[src/rtl/nibble_serial_subtractor.sv]
// Digit-serial subtractor: diff = a - b - borrow_in, DIGIT bits per clock,
// LSB slice first, with valid/ready handshakes and borrow/overflow/zero flags.
module nibble_serial_subtractor #(
  parameter int WIDTH = 32,
  parameter int DIGIT = 4
) (
  input  logic             clk_i,
  input  logic             rst_i,
  input  logic             valid_i,
  output logic             ready_o,
  input  logic [WIDTH-1:0] a_i,
  input  logic [WIDTH-1:0] b_i,
  input  logic             borrow_i,
  output logic             valid_o,
  input  logic             ready_i,
  output logic [WIDTH-1:0] diff_o,
  output logic             borrow_o,
  output logic             overflow_o,
  output logic             zero_o
);

  localparam int NSLICE = WIDTH / DIGIT;
  localparam int CNT_W  = (NSLICE > 1) ? $clog2(NSLICE) : 1;
  localparam logic [CNT_W-1:0] LAST = CNT_W'(NSLICE - 1);

  if (WIDTH % DIGIT != 0) begin : g_bad_width
    $error("WIDTH must be a multiple of DIGIT");
  end

  typedef enum logic [1:0] {IDLE, CALC, DONE} state_t;

  state_t               state, state_next;
  logic [WIDTH-1:0]     a_q, b_q, part_q;
  logic                 borrow_chain;
  logic [CNT_W-1:0]     cnt;
  logic [DIGIT:0]       slice_sum;
  logic                 slice_borrow;
  logic [WIDTH+DIGIT-1:0] part_shift;
  logic [WIDTH-1:0]     diff_next;
  logic                 last_slice;

  // Operands shift right one slice per cycle, so the active slice is always
  // in the low DIGIT bits; the partial result fills in from the top.
  always_comb begin
    slice_sum    = {1'b0, a_q[DIGIT-1:0]} + {1'b0, ~b_q[DIGIT-1:0]}
                 + {{DIGIT{1'b0}}, ~borrow_chain};
    slice_borrow = ~slice_sum[DIGIT];
    part_shift   = {slice_sum[DIGIT-1:0], part_q};
    diff_next    = part_shift[WIDTH+DIGIT-1:DIGIT];
    last_slice   = (cnt == LAST);
  end

  always_ff @(posedge clk_i) begin
    if (rst_i) state <= IDLE;
    else       state <= state_next;
  end

  // NOTE: every path of a combinational block must assign each output, so a
  // default is written first; otherwise a latch is inferred.
  always_comb begin
    state_next = state;
    unique case (state)
      IDLE: if (valid_i)    state_next = CALC;
      CALC: if (last_slice) state_next = DONE;
      DONE: if (ready_i)    state_next = IDLE;
      default:              state_next = IDLE;
    endcase
  end

  assign ready_o = (state == IDLE);
  assign valid_o = (state == DONE);

  // NOTE: clocked state uses non-blocking assignments so every register
  // samples pre-edge values regardless of statement order.
  always_ff @(posedge clk_i) begin
    if (rst_i) begin
      a_q          <= '0;
      b_q          <= '0;
      part_q       <= '0;
      borrow_chain <= 1'b0;
      cnt          <= '0;
      diff_o       <= '0;
      borrow_o     <= 1'b0;
      overflow_o   <= 1'b0;
      zero_o       <= 1'b0;
    end else begin
      unique case (state)
        IDLE: begin
          if (valid_i) begin
            a_q          <= a_i;
            b_q          <= b_i;
            borrow_chain <= borrow_i;
            part_q       <= '0;
            cnt          <= '0;
          end
        end
        CALC: begin
          a_q          <= a_q >> DIGIT;
          b_q          <= b_q >> DIGIT;
          part_q       <= diff_next;
          borrow_chain <= slice_borrow;
          cnt          <= cnt + 1'b1;
          if (last_slice) begin
            // On the last slice the low bits of a_q/b_q hold the operand MSBs.
            diff_o     <= diff_next;
            borrow_o   <= slice_borrow;
            overflow_o <= (a_q[DIGIT-1] != b_q[DIGIT-1]) &&
                          (diff_next[WIDTH-1] != a_q[DIGIT-1]);
            zero_o     <= (diff_next == '0);
          end
        end
        default: ;
      endcase
    end
  end

endmodule

[config.mk]
export PLATFORM = sky130hd
export DESIGN_NAME = nibble_serial_subtractor
export DESIGN_NICKNAME = d
export VERILOG_FILES = /design/src/rtl/nibble_serial_subtractor.sv
export SDC_FILE = /design/constraint.sdc
export NUM_CORES = 1
export LEC_CHECK = 0
export CELL_PAD_IN_SITES_DETAIL_PLACEMENT = 0
export CELL_PAD_IN_SITES_GLOBAL_PLACEMENT = 1
export CORE_MARGIN = 4
export CORE_UTILIZATION = 42
export CTS_CLUSTER_DIAMETER = 150
export CTS_CLUSTER_SIZE = 14
export DETAILED_ROUTE_END_ITERATION = 12
export DONT_BUFFER_PORTS = 1
export HOLD_SLACK_MARGIN = 0.03
export PLACE_DENSITY_LB_ADDON = 0.1
export SLEW_MARGIN = 5
export SYNTH_ARGS = -nofsm -noshare
export SYNTH_HDL_FRONTEND = slang
export SYNTH_SLANG_ARGS = --single-unit
[constraint.sdc]
create_clock -name clk_i -period 1.97 [get_ports clk_i]
set_input_delay 0.2955 -clock clk_i [delete_from_list [all_inputs] [get_ports clk_i]]
set_output_delay 0.2955 -clock clk_i [all_outputs]
set_load 0.05 [all_outputs]
==> results.py <==
metrics = {
    "status": {
        "status": "complete, no violations",
    },
    "sta": {
        "drv_slew": 0,
        "tightestPinTransition_ns": 0.5846,
        "setup_tns_ns": 0,
        "rsz0062_at_grt": "true",
        "setup_violations": 0,
        "fmax_ghz": 0.5234,
        "fin_crit_sh": 0.9698,
        "final_hold_viol_count": 0,
        "period_minus_slack_ns": 1.910,
        "slew_headroom": 0.6085,
        "worst_clock_skew_ns": 0.01004,
    },
    "critical_path": {
        "slowest_delay_ns": 0.53,
        "critical-path-top-delay-family": "adder cells",
        "endpoint": "zero_o",
        "crit_required_ns": 2.33,
        "r2r-start": "borrow_chain",
        "worstPathCellList": "fa_2 > fa_1 > nand2_1 > nor3_1 > nand4_1 > nor4_1 > a31o_1",
        "path_depth": 7,
        "arrival_ns": 2.27,
        "r2r_cells": 7,
        "cpMaxStageDelayCell": "fa_1",
        "path_class": "reg2reg",
        "worst-path-max-fanout": 2,
        "rrSetupSlack_ns": 0.06,
        "cp.buffers_inverters": 0,
        "startpoint_type": "register",
        "endpoint_kind": "register",
        "crit_start": "borrow_chain",
        "r2r_end": "zero_o",
    },
    "floorplan": {
        "die_area_um2": 15550,
        "core_area_um2": 13300,
        "start_util": 0.4302,
        "num_rows": 42,
        "ios": 106,
        "die_w_um": 124.7,
        "die_h_um": 124.7,
    },
    "worst_hold_path": {
        "hp-start": "ready_i",
        "min_path_type": "in2reg",
    },
    "yosys": {
        "synth_seq_area_share": 0.4655,
        "yosysUniqueCellTypes": 33,
        "syn_nets": 739,
        "synth_seq_cells": 133,
        "synth_area_per_cell_um2": 8.626,
        "ys.flop_type": "dfxtp_1",
        "synthCells": 663,
        "netlist_area_um2": 5719,
        "ys_warn_count": 0,
        "synth_edf_count": 0,
        "synth_async_sr_flop_share": 0,
    },
    "placement": {
        "dp_hpwl_mm": 8.937,
        "gp_congestion": 0.7546,
        "placed_cell_area_um2": 5849,
        "port_buffers": 0,
    },
    "finish": {
        "fin_util": 0.4936,
        "syn2layout_area_growth_pct": 14.75,
        "n_antenna_cell": 0,
        "final_area_um2": 6563,
        "drive_gt1_frac": 0.1618,
        "fin_nets": 718,
    },
    "pwr": {
        "power_frac_clock": 0.480,
        "ir_drop_mv": 0.5707,
        "power_frac_comb": 0.100,
        "p_leak_nw": 2.464,
        "p_total_mw": 6.923,
        "power.switching_mw": 1.574,
        "switching_share": 0.2273,
        "power_frac_seq": 0.420,
        "internal_power_mw": 5.350,
        "cellPowerDensity_nw_per_um2": 1055,
    },
    "clock_network": {
        "cts_buffers": 17,
        "cts.path.max_buffers": 2,
        "clock_latency_ns": 0.42,
        "postCtsSetupRepairBufs": 0,
        "htree_levels": 4,
        "cts_tree": "yes",
        "cts_root_buffer": "clkbuf_16",
        "clock_sink_count": 133,
        "cts.clk_slew.worst_paths_ns": 0.06,
    },
    "global_routing": {
        "grt-ovfl-total": 0,
        "grt_pass1_vias": 4398,
        "grt_max_degree": 84,
        "grt_pass1_wl_mm": 23.15,
        "antenna_found_initial": 0,
        "track_usage": 0.1835,
    },
    "routing": {
        "wire_per_inst_um": 17.05,
        "drtIter0Drc": 342,
        "drc": 0,
        "first_pass_iters": 5,
        "ant_nets": 0,
        "viasPerCell": 5.502,
        "drt-total-wl_mm": 14.17,
        "vias": 4572,
    },
    "flow_run": {
        "cap_violations": 0,
    },
}
-- power by group through the flow --
stage | Clock (mW) | Combinational (mW) | Sequential (mW)
finish | 3.32 | 0.692 | 2.91
global route | 3.52 | 0.777 | 2.93
detailed placement | 0 | 0.660 | 2.97
floorplan | 0 | 0.561 | 2.94
global placement | 0 | 0.642 | 2.96
CTS | 3.39 | 0.702 | 2.91
-- flip-flops by register name, indices dropped and copies added (netlist names) --
| name | count |
|---|---|
| state | 2 |
| borrow_chain | 1 |
| b_q | 32 |
| cnt | 3 |
| zero_o | 1 |
| diff_o | 32 |
| borrow_o | 1 |
| overflow_o | 1 |
| a_q | 32 |
| part_q | 28 |
-- worst min path at each step --
stage / end / slack (ns) / depth (start not counted)
floorplan: a_q[28] / 0.44 / 2
global placement: state[1] / 0.37 / 1
detailed placement: state[1] / 0.37 / 1
CTS: state[1] / 0.04 / 2
global route: state[1] / 0.06 / 2
finish: state[1] / 0.06 / 2
-- metrics by stage --
| step | worst slack, ns | hold slack, ns | instances |
|---|---|---|---|
| 6_report | 0.05954 | 0.05844 | 831 |
| 2_1_floorplan | 0.03099 | 0.4438 | 663 |
| 4_1_cts | 0.02256 | 0.04385 | 831 |
| 3_5_place_dp | -0.08697 | 0.3664 | 793 |
| 5_1_grt | -0.03973 | 0.05719 | 831 |
| 3_3_place_gp | -0.02060 | 0.3655 | 793 |
-- kinds of logic (layout without fill, tap and decap cells) --
group / Yosys count / in the layout / share of synthesized area
adders and majority gates: 7 / 7 / 0.01794
and+or+nand+nor: 254 / 254 / 0.2037
xor gates and xnor gates: 3 / 3 / 0.004595
muxes: 1 / 1 / 0.001750
DFF: 133 / 133 / 0.4655
AOI/OAI and AO/OA: 195 / 195 / 0.2494
buffers and inverters: 70 / 62 / 0.05710
-- cells in the mapped netlist, types with 2 or more instances --
cell | n | share of area
dfxtp_1 | 133 | 0.47
nor2_1 | 109 | 0.072
a21oi_1 | 99 | 0.087
nand2_1 | 65 | 0.043
nor2b_1 | 62 | 0.068
o221a_2 | 49 | 0.096
a22oi_1 | 34 | 0.045
buf_2 | 27 | 0.024
clkbuf_1 | 27 | 0.018
inv_1 | 9 | 0.0059
nor4_1 | 7 | 0.0077
o221a_1 | 7 | 0.014
ha_1 | 5 | 0.011
nor3_1 | 4 | 0.0035
buf_6 | 3 | 0.0059
a211oi_1 | 2 | 0.0026
buf_1 | 2 | 0.0013
buf_4 | 2 | 0.0026
fa_1 | 2 | 0.0070
xor2_1 | 2 | 0.0031
-- metal layers --
metal	vias up	track usage	wire, um
met5	-	0	0
met4	0	0.05932	150
met3	9	0.06947	974
met2	116	0.2910	6906
met1	2160	0.2306	6136
li1	2287	-	-
-- layout make-up --
cell class	instances	area [um2]
repair buffers	21	265.3
clock inverters	8	117.6
well taps	176	220.2
multi-input cells	460	2743
flip-flops and latches	133	2670
clock buffers	24	513.0
inverters	9	33.78
fillers	1294	6733
-- placed cells by master, fill, tap and decap left out, types with 2 or more instances in the layout --
cell type,count
nor2b_1,61
bufinv_16,3
dfxtp_2,3
a211oi_1,2
nor4_1,7
a21oi_1,99
dfxtp_1,129
dlygate4sd3_1,5
inv_1,7
buf_4,9
clkbuf_8,4
clkinv_2,4
nor2_4,2
o221a_2,49
nand2_1,65
nor3_1,4
clkbuf_16,18
clkbuf_1,2
nor2_1,108
a22oi_1,34
ha_1,5
xor2_1,2
inv_2,2
o221a_1,7
buf_12,6
-- worst register-to-register path, delay by kind of cell, from the launching register on --
kind	cells	cell delay, ns
DFF	1	0.33
AOI/OAI and AO/OA	1	0.12
and+or+nand+nor	4	0.48
adders and majority gates	2	0.94
-- timing repair --
item	4_1_cts	5_1_grt
pin swaps	2	0
gates resized for setup	1	3
hold buffers	6	0
endpoints found under the hold margin	76	0
endpoints found under the setup margin	2	1
Note: power is estimated with default switching activity, not from simulation.
